--- config.mk ---
export PLATFORM = sky130hd
export DESIGN_NAME = pim_tile_scheduler
export DESIGN_NICKNAME = d
export VERILOG_FILES = /design/src/rtl/pim_sched_pkg.sv /design/src/rtl/pim_meta_table.sv /design/src/rtl/pim_tile_scheduler.sv
export SDC_FILE = /design/constraint.sdc
export NUM_CORES = 1
export LEC_CHECK = 0
export BUFFER_PORTS_ARGS = -buffer_cell sky130_fd_sc_hd__buf_4
export CORE_AREA = 2 2 122 124
export DETAILED_ROUTE_END_ITERATION = 12
export DIE_AREA = 0 0 124 126
export GPL_TIMING_DRIVEN = 0
export PLACE_DENSITY = 0.79
export SYNTH_ARGS = -nofsm -noshare
export SYNTH_HDL_FRONTEND = slang
export SYNTH_SLANG_ARGS = --single-unit
--- constraint.sdc ---
create_clock -name clk -period 2.9 [get_ports clk]
set_input_delay 0.435 -clock clk [delete_from_list [all_inputs] [get_ports clk]]
set_output_delay 0.435 -clock clk [all_outputs]
set_load 0.1 [all_outputs]
--- src/rtl/pim_sched_pkg.sv ---
// ---------------------------------------------------------------------------
// pim_sched_pkg
// Shared definitions for the PIM tile scheduler: geometry constants, the
// scheduler state encoding, index/counter types and the saturating
// increment used by every statistics counter.
// ---------------------------------------------------------------------------
package pim_sched_pkg;

  localparam int NUM_TILES  = 4096;
  localparam int META_WIDTH = 32;
  localparam int META_DEPTH = 128;
  localparam int CNT_WIDTH  = 32;

  localparam int TILE_W  = $clog2(NUM_TILES);   // tile index width
  localparam int LEN_W   = TILE_W + 1;          // 0..NUM_TILES inclusive
  localparam int META_AW = $clog2(META_DEPTH);  // metadata word index
  localparam int META_BW = $clog2(META_WIDTH);  // bit-within-word index

  typedef logic [TILE_W-1:0]     tile_t;
  typedef logic [LEN_W-1:0]      len_t;
  typedef logic [CNT_WIDTH-1:0]  cnt_t;
  typedef logic [META_AW-1:0]    meta_addr_t;
  typedef logic [META_WIDTH-1:0] meta_word_t;

  typedef enum logic [1:0] {
    S_IDLE  = 2'd0,
    S_SCAN  = 2'd1,
    S_ISSUE = 2'd2,
    S_DONE  = 2'd3
  } state_t;

  // Counters stick at all-ones instead of wrapping.
  function automatic cnt_t sat_inc(input cnt_t v);
    return (v == '1) ? v : v + cnt_t'(1);
  endfunction

endpackage

--- src/rtl/pim_meta_table.sv ---
// ---------------------------------------------------------------------------
// pim_meta_table
// Sparsity metadata store: META_DEPTH words of META_WIDTH bits, one bit per
// tile (bit b of word w covers tile w*META_WIDTH+b). A set bit marks the
// tile as active. Reset fills the table with ones so every tile is active.
//
// Ports:
//   i_clk    clock, rising edge
//   i_rst    synchronous active-high reset (table -> all ones)
//   i_we     word write strobe (already qualified by the caller)
//   i_waddr  word index to write
//   i_wdata  word value
//   i_rtile  tile index to look up
//   o_rbit   metadata bit for i_rtile (combinational read)
// ---------------------------------------------------------------------------
module pim_meta_table
  import pim_sched_pkg::*;
(
  input  logic                  i_clk,
  input  logic                  i_rst,
  input  logic                  i_we,
  input  logic [META_AW-1:0]    i_waddr,
  input  logic [META_WIDTH-1:0] i_wdata,
  input  logic [TILE_W-1:0]     i_rtile,
  output logic                  o_rbit
);

  meta_word_t r_mem [META_DEPTH];

  logic [META_AW-1:0] w_rword;
  logic [META_BW-1:0] w_rbit;

  assign w_rword = i_rtile[TILE_W-1:META_BW];
  assign w_rbit  = i_rtile[META_BW-1:0];
  assign o_rbit  = r_mem[w_rword][w_rbit];

  always_ff @(posedge i_clk) begin
    if (i_rst) begin
      for (int i = 0; i < META_DEPTH; i++) begin
        r_mem[i] <= '1;
      end
    end else if (i_we) begin
      r_mem[i_waddr] <= i_wdata;
    end
  end

endmodule

--- src/rtl/pim_tile_scheduler.sv ---
// ---------------------------------------------------------------------------
// pim_tile_scheduler
// Walks a contiguous (wrapping) range of tiles, issuing each active tile to
// the PIM MAC datapath over a valid/ack handshake and skipping tiles whose
// sparsity metadata bit is 0. Keeps MAC-op, skipped-tile, active-cycle and
// idle-cycle statistics for the performance monitor.
//
// Build option: define PIM_SPARSE_SKIP_EN to instantiate the metadata table
// and enable skipping. Without it every tile is issued, metadata writes are
// ignored, meta_err never pulses and skipped_tiles stays 0.
//
// Ports:
//   clk, rst        clock (rising edge), synchronous active-high reset
//   meta_we/addr/wdata  metadata word write (accepted only while IDLE)
//   start, abort    job start pulse / terminate current job
//   job_base/len    first tile and tile count (0..NUM_TILES)
//   busy, done      job in progress / one-cycle completion pulse
//   meta_err        one-cycle pulse: metadata write rejected while busy
//   mac_req/tile    tile issue valid and index; mac_ack accepts
//   stats_clr       clear all statistics counters
//   mac_ops_count, skipped_tiles, active_cycles, idle_cycles  statistics
// All outputs are registered.
// ---------------------------------------------------------------------------
module pim_tile_scheduler
  import pim_sched_pkg::*;
(
  input  logic                  clk,
  input  logic                  rst,
  input  logic                  meta_we,
  input  logic [META_AW-1:0]    meta_addr,
  input  logic [META_WIDTH-1:0] meta_wdata,
  input  logic                  start,
  input  logic                  abort,
  input  logic [TILE_W-1:0]     job_base,
  input  logic [LEN_W-1:0]      job_len,
  output logic                  busy,
  output logic                  done,
  output logic                  meta_err,
  output logic                  mac_req,
  output logic [TILE_W-1:0]     mac_tile,
  input  logic                  mac_ack,
  input  logic                  stats_clr,
  output logic [CNT_WIDTH-1:0]  mac_ops_count,
  output logic [CNT_WIDTH-1:0]  skipped_tiles,
  output logic [CNT_WIDTH-1:0]  active_cycles,
  output logic [CNT_WIDTH-1:0]  idle_cycles
);

  state_t r_state;
  tile_t  r_cursor;
  len_t   r_remaining;
  logic   r_busy;
  logic   r_done;
  logic   r_meta_err;
  logic   r_mac_req;
  tile_t  r_mac_tile;
  cnt_t   r_mac_ops;
  cnt_t   r_skipped;
  cnt_t   r_active;
  cnt_t   r_idle;

  logic   w_meta_bit;
  logic   w_meta_err_evt;
  logic   w_ack_evt;
  logic   w_skip_evt;
  logic   w_last;

`ifdef PIM_SPARSE_SKIP_EN
  logic w_meta_we_ok;

  // Table may only change between jobs so a running scan sees a stable map.
  assign w_meta_we_ok   = meta_we && (r_state == S_IDLE);
  assign w_meta_err_evt = meta_we && (r_state != S_IDLE);

  pim_meta_table u_meta_table (
    .i_clk   (clk),
    .i_rst   (rst),
    .i_we    (w_meta_we_ok),
    .i_waddr (meta_addr),
    .i_wdata (meta_wdata),
    .i_rtile (r_cursor),
    .o_rbit  (w_meta_bit)
  );
`else
  logic w_unused_meta;

  assign w_meta_bit     = 1'b1;
  assign w_meta_err_evt = 1'b0;
  assign w_unused_meta  = ^{meta_we, meta_addr, meta_wdata};
`endif

  assign w_ack_evt  = (r_state == S_ISSUE) && mac_ack;
  assign w_skip_evt = (r_state == S_SCAN) && !w_meta_bit;
  assign w_last     = (r_remaining == len_t'(1));

  // Scheduler FSM. Outputs are written alongside the state they belong to,
  // so busy/done/mac_req line up with the state that is entered.
  always_ff @(posedge clk) begin
    if (rst) begin
      r_state    <= S_IDLE;
      r_busy     <= 1'b0;
      r_done     <= 1'b0;
      r_meta_err <= 1'b0;
      r_mac_req  <= 1'b0;
      r_mac_tile <= '0;
    end else begin
      r_done     <= 1'b0;
      r_meta_err <= w_meta_err_evt;
      case (r_state)
        S_IDLE: begin
          if (start) begin
            r_cursor    <= job_base;
            r_remaining <= job_len;
            if (job_len == '0) begin
              r_state <= S_DONE;
              r_done  <= 1'b1;
            end else begin
              r_state <= S_SCAN;
              r_busy  <= 1'b1;
            end
          end
        end
        S_SCAN: begin
          if (w_meta_bit) begin
            r_state    <= S_ISSUE;
            r_mac_req  <= 1'b1;
            r_mac_tile <= r_cursor;
          end else begin
            // Cursor is TILE_W wide, so +1 wraps the last tile back to 0.
            r_cursor    <= r_cursor + tile_t'(1);
            r_remaining <= r_remaining - len_t'(1);
            if (w_last) begin
              r_state <= S_DONE;
              r_done  <= 1'b1;
              r_busy  <= 1'b0;
            end
          end
        end
        S_ISSUE: begin
          if (mac_ack) begin
            r_mac_req   <= 1'b0;
            r_cursor    <= r_cursor + tile_t'(1);
            r_remaining <= r_remaining - len_t'(1);
            if (w_last) begin
              r_state <= S_DONE;
              r_done  <= 1'b1;
              r_busy  <= 1'b0;
            end else begin
              r_state <= S_SCAN;
            end
          end
        end
        S_DONE: begin
          r_state <= S_IDLE;
        end
        default: begin
          r_state <= S_IDLE;
        end
      endcase
      // Abort overrides whatever the state logic chose; counters still see
      // any same-cycle ack because they are driven separately below.
      if (abort && (r_state != S_IDLE)) begin
        r_state   <= S_IDLE;
        r_busy    <= 1'b0;
        r_done    <= 1'b0;
        r_mac_req <= 1'b0;
      end
    end
  end

  // Statistics; a clear beats any same-cycle increment.
  always_ff @(posedge clk) begin
    if (rst || stats_clr) begin
      r_mac_ops <= '0;
      r_skipped <= '0;
      r_active  <= '0;
      r_idle    <= '0;
    end else begin
      if (w_ack_evt) begin
        r_mac_ops <= sat_inc(r_mac_ops);
      end
      if (w_skip_evt) begin
        r_skipped <= sat_inc(r_skipped);
      end
      if (r_state == S_IDLE) begin
        r_idle <= sat_inc(r_idle);
      end else begin
        r_active <= sat_inc(r_active);
      end
    end
  end

  assign busy          = r_busy;
  assign done          = r_done;
  assign meta_err      = r_meta_err;
  assign mac_req       = r_mac_req;
  assign mac_tile      = r_mac_tile;
  assign mac_ops_count = r_mac_ops;
  assign skipped_tiles = r_skipped;
  assign active_cycles = r_active;
  assign idle_cycles   = r_idle;

endmodule

==> results of run 1 <==
==> where the power goes <==
part / internal (W) / total, W / switching (W)
registers: 0.00201 / 0.00204 / 0.0000379
logic: 0.000152 / 0.000653 / 0.000501
clock network: 0.00127 / 0.00203 / 0.000762
total: 0.00342 / 0.00472 / 0.00130
==> cell usage in the layout, fill, tap and decap left out, types with 4 or more instances in the layout <==
cell and instances:
nor4_2 6, xor2_1 21, nor4_1 12, clkbuf_16 17, conb_1 33, a21oi_1 63
nand2_1 102, nand4_1 22, buf_2 8, dfxtp_1 113, a21o_1 5, nand4_2 5
nand3_1 44, edfxtp_1 25, o211ai_1 9, o21ai_0 58, or3_1 41, xnor2_1 31
o31ai_1 16, clkbuf_1 33, and3_1 6, or2_2 7, nor2_1 53, or4_1 21
nor3_1 12, inv_1 17, and4_1 13, clkbuf_8 4, a211oi_1 6, ha_1 6
a41o_1 4, a31oi_1 9, mux2i_1 4, buf_4 177, and2_1 6
==> kinds of logic (layout without fill, tap and decap cells) <==
logic type / count (synthesis) / in the layout / share of synthesized area
AOI/OAI and AO/OA: 186 / 186 / 0.160
xor gates and xnor gates: 52 / 52 / 0.0627
adders and majority gates: 6 / 6 / 0.0103
buffers and inverters: 88 / 260 / 0.0670
DFF: 138 / 138 / 0.415
muxes: 4 / 4 / 0.00551
other: 1 / 33 / 0.000516
and+or+nand+nor: 366 / 366 / 0.280
==> registers in the layout (all words and copies together), names as in the netlist <==
name and count:
r_state 2, active_cycles 32, mac_req 1, mac_tile 12, r_remaining 13, busy 1, idle_cycles 32, r_cursor 12
mac_ops_count 32, done 1
==> path summary, 6_finish.rpt <==
path,start,depth (start not counted),to
worst max-delay path,r_state[0],5,r_remaining[5]
worst min-delay path,abort,2,r_state[0]
worst max register to register,r_state[0],5,r_remaining[5]
worst min register to register,mac_tile[3],2,mac_tile[3]
==> synthesized netlist by cell type (all sizes together), types with 2 or more instances <==
cell     instances
a2111oi          4
nor4b            2
edfxtp          25
a21o             5
dfxtp          113
xor2            21
a311oi           2
o211ai           9
ha               6
a211oi           7
or4             21
and2             6
a31oi            9
buf             46
mux2i            4
nand2          102
a31o             2
and4            13
nor2            53
nor2b            2
nor3            13
o21ai           59
xnor2           31
inv             17
o31ai           17
nand2b           2
o2111ai          2
clkbuf          25
nand4           28
nand3           44
a21oi           64
a41o             4
nor4            20
and3             6
or2              9
or3             42
==> layer usage <==
metal / up-vias / global-route usage
met5: - / 0
met4: 0 / 0.102
met3: 37 / 0.0426
met2: 223 / 0.400
met1: 3206 / 0.337
li1: 3399 / -
==> layout make-up <==
type / instances / area, µm² / area share
multi-input cells: 647 / 3890 / 0.422
flip-flops and latches: 138 / 3010 / 0.326
repair buffers: 141 / 1070 / 0.115
clock buffers: 29 / 510 / 0.0553
plain buffers: 71 / 423 / 0.0458
well taps: 184 / 230 / 0.0249
inverters: 17 / 63.8 / 0.00691
clock inverters: 2 / 35.0 / 0.00379
==> through the flow <==
stage,total power (W),instances
final,0.00472,1229
after global routing,0.00488,1229
after CTS,0.00475,1229
after detailed placement,0.00273,1198
after global placement,0.00272,1197
after floorplan,0.00259,873
==> critical path: cells and delay by family, from the launching register on <==
kind	cells	cell delay, ns
compound gates	1	0.74
simple gates	2	0.77
buf+inv	2	0.48
flops	1	0.29
==> results.txt, run 1 <==
Outcome -> finished, final reports clean
Startpoint types -> flop
Worst rel slew slack -> 0.383
Final min period -> 2.58 ns
GPL Wtd Cong -> 0.870
Met3 WL -> 1130 µm
Fmax -> 0.387 GHz
Share of the synthesized area in the top cell type -> 0.311
CTS Buf Count -> 17
Hold Buf Count CTS -> 0
CTS max path bufs -> 2
Worst-Margin Slew -> 0.925 ns
Hold WC Path Type -> in2reg
First-pass GRT wire length -> 31,100 µm
Antenna violations before repair -> 0
Slew Limit Fails -> 0
WL met1 -> 8540 µm
R2R setup slack -> 0.32 ns
CTS-repair resized insts -> 0
Worst-path clk slew -> 0.05 ns
Synth Register Bits -> 138
Layout Skew -> 0.00626 ns
Worst hold slack -> 0.210 ns
EDFF count, synth -> 25
TNS Setup -> 0 ns
Mapped Avg Cell Area -> 8.64 µm²
Share of layout cells above drive strength 1 -> 0.233
Yosys top cell by area -> dfxtp_1
Largest net degree at the start of global routing -> 17
Remaining routing DRC violations -> 0
Nature of the critical path endpoint -> flop
Leakage -> 3.43 nW
Initial DRC Count -> 529
Met2 wire len -> 9100 µm
Num rows -> 44
CP Max Fanout -> 15
Max layer used -> met4
Die Area -> 15,600 µm²
Total number of vias -> 6,865
Finished Cell Area -> 9230 µm²
Post-layout nets -> 1,110
Vias in the first global route -> 6,178
Worst vdd ir -> 0.000378 V
Hold Fails Final Rpt -> 0
First-pass iteration count of the detailed router -> 5
PortBufs -> 140
Slowest cell delay on critical path -> 0.74 ns
Worst Path Required -> 3.03 ns
Die Y-Extent -> 126 µm
Core area -> 14,300 µm²
IO Pins -> 215
Routed wire length -> 19,300 µm
Clk sinks -> 138
Final core utilization -> 0.645
Routed wire per std cell -> 15.7 µm
Area growth from synthesis to layout -> 27.0%
CP max stage cell -> a21oi_2
GRT Util Overall -> 0.251
Period utilization -> 0.890
Setup slack at placement -> 0.189 ns
Yosys cell types -> 56
Fraction of registers with async set/reset -> 0
Ys Warns -> 0
Antenna Violating Nets Remaining -> 0
Clk_lat worst skew -> 0.42 ns
RSZ-0062 raised after global routing -> false
Syn Std Cell Area -> 7270 µm²
CTS tree -> done
Post-CTS setup buffers -> 0
Final worst slack -> 0.318 ns
Cells after Synth -> 841
WS Path Type -> reg2reg
CP cell instances -> clkbuf_1, nor2_1, nand2_1, a21oi_2, buf_8
Vias per std cell -> 5.59
Synth Flop Type -> dfxtp_1
Sequential fraction of the synthesis area -> 0.415
Pwr Density -> 511 nW/µm²
GR Overflow Total -> 0
Detail Placement HPWL -> 14,100 µm
Initial Utilization -> 0.508
CP arrival -> 2.71 ns
Root Buffer -> clkbuf_16
Max-cap viol count -> 0
H-Tree Depth -> 4
Final Setup Violations -> 0
Fillcell total -> 1,269
Placed cell area -> 8690 µm²
Synth area leaders -> dfxtp_1 31%, edfxtp_1 10%, nand2_1 5.3%
Die width -> 124 µm
Diode count -> 0
Power figures use the tool's default switching activity.
==> run 2, diff against run 1 <==
--- a/config.mk
+++ b/config.mk
@@ -7,10 +7,10 @@
 export LEC_CHECK = 0
 export BUFFER_PORTS_ARGS = -buffer_cell sky130_fd_sc_hd__buf_4
-export CORE_AREA = 2 2 122 124
+export CORE_AREA = 2 2 148 150
 export DETAILED_ROUTE_END_ITERATION = 12
-export DIE_AREA = 0 0 124 126
+export DIE_AREA = 0 0 150 152
 export GPL_TIMING_DRIVEN = 0
-export PLACE_DENSITY = 0.79
 export SYNTH_ARGS = -nofsm -noshare
 export SYNTH_HDL_FRONTEND = slang
+export SYNTH_HIERARCHICAL = 1
 export SYNTH_SLANG_ARGS = --single-unit
==> constraint.sdc (replaced) <==
create_clock -name clk -period 2.9 [get_ports clk]
set_input_delay 0.435 -clock clk [delete_from_list [all_inputs] [get_ports clk]]
set_output_delay 0.435 -clock clk [all_outputs]
set_load 0.02 [all_outputs]
==> run 2 against run 1 <==
  * Count of clock-buffer cells in the layout down 5
  * Synthesized cell count unchanged
  * Worst setup slack better by 0.084 ns
==> results.txt, run 2 <==
Vias in the first global route -> 6,184 (+0.097%)
Compound-Gate Fraction of Synth Area -> 0.160 (unchanged)
Post-CTS setup buffers -> 0 (unchanged)
Hold depth -> 2 (unchanged)
CTS max path bufs -> 2 (unchanged)
Max-cap viol count -> 0 (unchanged)
Slowest cell delay on critical path -> 0.52 ns (-0.22 ns)
Area growth from synthesis to layout -> 28.9%
Worst-Margin Slew -> 0.946 ns (+0.0205 ns)
Yosys cell types -> 56 (unchanged)
Core area -> 21,400 µm² (+49%)
First-pass GRT wire length -> 33,000 µm (+6.2%)
CP Max Fanout -> 10 (-5)
Nature of the critical path endpoint -> flop
Die Y-Extent -> 152 µm (+21%)
EDFF count, synth -> 25 (unchanged)
Hold Fails Final Rpt -> 0 (unchanged)
Largest net degree at the start of global routing -> 27 (+10)
Internal power -> 0.00346 W (+1.1%)
Num rows -> 54 (+23%)
Post-Synth Adder-Cell Area -> 0.0103 (unchanged)
Leakage -> 3.44 nW (+0.28%)
Worst Path Required -> 3.26 ns (+0.23 ns)
Die Area -> 22,800 µm² (+46%)
Synth Flop Type -> dfxtp_1
Simple-gate portion of the synthesized area -> 0.280 (unchanged)
Cells after Synth -> 841 (unchanged)
Remaining routing DRC violations -> 0 (unchanged)
TNS Setup -> 0 ns (unchanged)
Worst vdd ir -> 0.000383 V (+1.3%)
Total power -> 0.00456 W (-3.4%)
List of most frequent post-synthesis cells -> 113 x dfxtp_1, 102 x nand2_1, 64 x a21oi_1, 58 x o21ai_0, 53 x nor2_1
GPL Wtd Cong -> 0.818 (-6.0%)
Clk_lat worst skew -> 0.42 ns (about the same)
Worst path depth -> 6 (+1)
H-Tree Depth -> 4 (unchanged)
Largest family of logic cells by synthesized area -> simple AND/OR/NAND/NOR gates
Hold WC Path Type -> in2reg
Finished Cell Area -> 9370 µm² (+1.4%)
Startpoint types -> flop
CP arrival -> 2.85 ns (+0.14 ns)
WS Path Type -> reg2reg
Synth Register Bits -> 138 (unchanged)
NetSw -> 0.00110 W (-15%)
Fraction of registers with async set/reset -> 0 (unchanged)
Ys Warns -> 6 (+6)
Synth area leaders -> dfxtp_1 31%, edfxtp_1 10%, nand2_1 5.3%
GR Overflow Total -> 0 (unchanged)
Pwr Density -> 487 nW/µm² (-4.8%)
Leading cell type in the layout, fill and taps excluded -> buf_4
Top Family by Delay on Critical Path -> simple AND/OR/NAND/NOR gates
Placed cell area -> 8800 µm² (+1.3%)
Share of layout cells above drive strength 1 -> 0.235 (+0.00287)
Antenna violations before repair -> 0 (unchanged)
WP buf/inv -> 1 (-1)
Worst rel slew slack -> 0.364 (-0.0189)
Xor and xnor fraction of the mapped netlist area -> 0.0627 (unchanged)
First-pass iteration count of the detailed router -> 5 (unchanged)
CP most frequent cell -> nor4_1
Worst-path clk slew -> 0.06 ns (about the same)
Clk pwr share -> 0.463 (+0.034)
Final min period -> 2.50 ns (-0.0844 ns)
Final Setup Violations -> 0 (unchanged)
CTS-repair resized insts -> 0 (unchanged)
CTS tree -> done
Final core utilization -> 0.439 (-0.206)
Most frequent cells in the layout -> 177 x buf_4, 113 x dfxtp_1, 102 x nand2_1
Diode count -> 0 (unchanged)
RSZ-0062 raised after global routing -> false
Multiplexer share of the synthesized area -> 0.00551 (unchanged)
Share of the synthesized area in the top cell type -> 0.311 (unchanged)
Most numerous cell in the Yosys netlist -> dfxtp_1
Sequential fraction of the synthesis area -> 0.415 (unchanged)
GRT Util Overall -> 0.182 (-0.0688)
Sequential Power Share -> 0.448 (+0.015)
Yosys top cell by area -> dfxtp_1
Worst hold slack -> 0.205 ns (-0.00520 ns)
Total number of vias -> 6,751 (-1.7%)
Routed wire length -> 20,800 µm (+7.8%)
Post-layout nets -> 1,109 (-0.090%)
R2R depth -> 6 (+1)
Period utilization -> 0.861 (-0.0291)
Initial Utilization -> 0.340 (-0.167)
Outcome -> finished, final reports clean
Detail Placement HPWL -> 15,200 µm (+7.9%)
Mapped Avg Cell Area -> 8.64 µm² (unchanged)
Sw Ratio -> 0.242 (-0.0338)
Hold Buf Count CTS -> 0 (unchanged)
CP max stage cell -> nor4_1
CTS Buf Count -> 17 (unchanged)
Layout Skew -> 0.0147 ns (+0.00848 ns)
Routed wire per std cell -> 15.7 µm (about the same)
Slew Limit Fails -> 0 (unchanged)
Root Buffer -> clkbuf_16
Fmax -> 0.400 GHz (+3.4%)
PortBufs -> 140 (unchanged)
CP cell instances -> clkbuf_1, nor2_1, nor4_1, o21ai_0, nor4_1, mux2i_1
Vias per std cell -> 5.10 (-8.8%)
Initial DRC Count -> 359 (-32%)
Logic pwr share -> 0.089 (-0.049)
IO Pins -> 215 (unchanged)
Antenna Violating Nets Remaining -> 0 (unchanged)
Syn Std Cell Area -> 7270 µm² (unchanged)
Die width -> 150 µm (+21%)
Clk sinks -> 138 (unchanged)
-- run 2: cell counts after synthesis --
No cell type changed its count.
-- run 2: power groups by stage --
stage	Sequential, W	Clock [W]	Combinational (W)
global placement	0.00209	0	0.000406
floorplan	0.00209	0	0.000247
detailed placement	0.00209	0	0.000410
CTS	0.00204	0.00216	0.000412
global route	0.00205	0.00225	0.000448
finish	0.00204	0.00211	0.000407
-- run 2: final timing paths --
kind,slack [ns],start,to
worst max-delay path,0.40,r_state[0],active_cycles[22]
worst min-delay path,0.20,abort,r_state[0]
worst max register to register,0.40,r_state[0],active_cycles[22]
worst min register to register,0.45,mac_tile[11],mac_tile[11]
-- run 2: layout make-up --
| type | count | area (µm²) |
|---|---|---|
| fill | 2205 | 12000 |
| multi-input combinational | 647 | 3900 |
| sequential | 138 | 3010 |
| timing repair buffer | 140 | 1050 |
| clock buffer | 24 | 472 |
| buffer | 71 | 423 |
| tap | 280 | 350 |
| clock inverter | 8 | 93.8 |
| inverter | 17 | 63.8 |
-- run 2: cells by family (layout without fill, tap and decap cells) --
family / count (synthesis) / after routing
buffers and inverters: 88 / 260
AO/OA/AOI/OAI: 186 / 186
multiplexers: 4 / 4
XOR/XNOR: 52 / 52
flip-flops: 138 / 138
adder cells (fa/ha/maj): 6 / 6
other: 1 / 33
AND/OR/NAND/NOR: 366 / 366
-- run 2: per-stage QoR --
step           instances  setup slack [ns]
2_1_floorplan        873             0.325
3_3_place_gp        1293            -0.787
3_5_place_dp        1293            -0.120
4_1_cts             1325             0.319
5_1_grt             1325             0.162
6_report            1325             0.402
-- run 2: layer usage --
metal  wire length, µm  up-vias  track usage
li1                  -     3403            -
met1              9440     3152        0.246
met2              9850      174        0.292
met3              1150       22       0.0384
met4               344        0       0.0580
met5                 0        -            0
==> run 3, diff against run 2 <==
--- a/config.mk
+++ b/config.mk
@@ -7,7 +7,7 @@
 export LEC_CHECK = 0
 export BUFFER_PORTS_ARGS = -buffer_cell sky130_fd_sc_hd__buf_4
-export CORE_AREA = 2 2 148 150
+export CORE_AREA = 8 8 154 156
 export DETAILED_ROUTE_END_ITERATION = 12
-export DIE_AREA = 0 0 150 152
+export DIE_AREA = 0 0 162 164
 export GPL_TIMING_DRIVEN = 0
 export SYNTH_ARGS = -nofsm -noshare
==> constraint.sdc (replaced) <==
create_clock -name clk -period 2.9 [get_ports clk]
set_input_delay 0.145 -clock clk [delete_from_list [all_inputs] [get_ports clk]]
set_output_delay 0.145 -clock clk [all_outputs]
set_load 0.02 [all_outputs]
==> run 3 against run 2 <==
  * Cell area rose by 0.61%
  * Worst setup slack better by 0.0085 ns
  * First-iteration DRC count is 15% higher
  * Sequential power hardly changed
  * Non-clock buffer count grew 4
  * Flip-flop and latch count unchanged
  * Clock skew down 0.0049 ns
  * Critical path type unchanged
  * Critical endpoint unchanged
  * Largest power group unchanged
==> results.txt, run 3 (synthesized netlist as in run 2, its figures left out) <==
Outcome -> finished, final reports clean
WS Path Type -> reg2reg
CTS-repair resized insts -> 0 (unchanged)
GPL Wtd Cong -> 0.817 (-0.13%)
Final core utilization -> 0.441 (+0.00270)
Finished Cell Area -> 9420 µm² (+0.61%)
CTS tree -> done
Share of layout cells above drive strength 1 -> 0.235 (about the same)
Num rows -> 54 (unchanged)
Clk_lat worst skew -> 0.42 ns (about the same)
Root Buffer -> clkbuf_16
Max-cap viol count -> 0 (unchanged)
Clk sinks -> 138 (unchanged)
Largest net degree at the start of global routing -> 27 (unchanged)
First-pass GRT wire length -> 34,700 µm (+5.4%)
Detail Placement HPWL -> 16,300 µm (+7.2%)
Vias per std cell -> 5.09 (-0.12%)
R2R Path Start -> r_state[0]
IO Pins -> 215 (unchanged)
PortBufs -> 140 (unchanged)
Routed wire per std cell -> 16.4 µm (+4.7%)
Leakage -> 3.46 nW (+0.66%)
Diode count -> 0 (unchanged)
Post-layout nets -> 1,113 (+0.36%)
Worst rel slew slack -> 0.367 (+0.00278)
Placed cell area -> 8800 µm² (unchanged)
GRT Util Overall -> 0.162 (-0.0200)
Fmax -> 0.402 GHz (+0.34%)
Die Area -> 26,600 µm² (+17%)
Hold Fails Final Rpt -> 0 (unchanged)
Initial Utilization -> 0.340 (unchanged)
CP Max Fanout -> 10 (unchanged)
Period utilization -> 0.858 (-0.00293)
Leading cell type in the layout, fill and taps excluded -> buf_4
Most frequent cells in the layout -> 177 x buf_4, 113 x dfxtp_1, 102 x nand2_1
Hold path start -> job_len[6]
Core area -> 21,400 µm² (unchanged)
Worst vdd ir -> 0.000312 V (-19%)
Area growth from synthesis to layout -> 29.7%
CTS Buf Count -> 17 (unchanged)
H-Tree Depth -> 4 (unchanged)
Antenna Violating Nets Remaining -> 0 (unchanged)
Startpoint types -> flop
Die Y-Extent -> 164 µm (+7.9%)
Pwr Density -> 487 nW/µm² (+0.10%)
Worst-Margin Slew -> 0.942 ns (-0.00413 ns)
Nature of the critical path endpoint -> flop
CTS max path bufs -> 2 (unchanged)
Total number of vias -> 6,763 (+0.18%)
Final min period -> 2.49 ns (-0.00849 ns)
Routed wire length -> 21,800 µm (+5.1%)
RSZ-0062 raised after global routing -> false
CP Launch Point -> r_state[0]
First-pass iteration count of the detailed router -> 6 (+1)
Worst-path clk slew -> 0.06 ns (about the same)
Slew Limit Fails -> 0 (unchanged)
Fillcell total -> 2,157 (-2.2%)
GR Overflow Total -> 0 (unchanged)
Die width -> 162 µm (+8.0%)
Worst Path Required -> 3.25 ns (about the same)
Hold WC Path Type -> in2reg
Layout Skew -> 0.00987 ns (-0.00487 ns)
Final Setup Violations -> 0 (unchanged)
Vias in the first global route -> 6,562 (+6.1%)
Antenna violations before repair -> 0 (unchanged)
Remaining routing DRC violations -> 0 (unchanged)
Initial DRC Count -> 414 (+15%)
CP arrival -> 2.84 ns (about the same)
## run 3: cell types whose count changed in the layout (fill, tap and decap cells not counted)
| cell | change |
|---|---|
| bufinv_16 | -1 |
| clkbuf_1 | -1 |
| clkbuf_16 | +2 |
| clkbuf_4 | +1 |
| clkinv_2 | -1 |
| clkinv_4 | -1 |
| clkinvlp_4 | +1 |
| dlygate4sd3_1 | +4 |
## run 3: critical path, stage by stage, from the launching register on
cell	delay, ns
dfxtp_1	0.30
clkbuf_1	0.42
nor2_1	0.29
nor4_1	0.50
o21ai_0	0.32
nor4_1	0.37
mux2i_1	0.22
## run 3: what timing repair did
item,CTS,global route
setup endpoints to repair,0,0
hold buffers,4,0
setup buffers,0,0
hold endpoints to repair,4,0
## run 3: layout make-up
type                       instances  area [µm²]  share of cell area
inverter                          17        63.8             0.00677
tap                              280         350              0.0372
clock inverter                     6        57.6             0.00611
buffer                            71         423              0.0449
multi-input combinational        647        3900               0.414
timing repair buffer             144        1090               0.116
clock buffer                      26         526              0.0558
sequential                       138        3010               0.320
## run 3: worst paths after layout
path	cells past startpoint	endpoint	slack, ns
worst min register to register	2	mac_tile[8]	0.46
worst max register to register	6	active_cycles[22]	0.41
worst min-delay path	3	r_remaining[6]	0.02
worst max-delay path	6	active_cycles[22]	0.41
## run 3: where the power goes
part	switching (W)	internal, W	leakage (nW)	total, W
clock network	0.000802	0.00133	0.288	0.00213
registers	0.0000388	0.00201	1.14	0.00204
logic	0.000262	0.000152	2.03	0.000414
total	0.00110	0.00349	3.46	0.00459
## run 3: layer usage
layer  share of wire  track usage  routed length, µm  vias up
met3           0.053       0.0378               1150       23
met1            0.46        0.205              10000     3157
met5               0            0                  0        -
met2            0.47        0.269              10300      167
met4           0.017       0.0556                372        0
li1                -            -                  -     3416
## run 3: through the flow
stage / total power [W] / hold slack, ns / TNS (ns) / setup WS (ns) / cells
after global routing: 0.00477 / 0.00205 / 0 / 0.0839 / 1329
final: 0.00459 / 0.0160 / 0 / 0.411 / 1329
after global placement: 0.00249 / 0.351 / -21.02 / -0.814 / 1293
after CTS: 0.00465 / 0.000546 / 0 / 0.296 / 1329
after detailed placement: 0.00250 / 0.352 / 0 / 0.176 / 1293
after floorplan: 0.00234 / 0.254 / 0 / 0.325 / 873
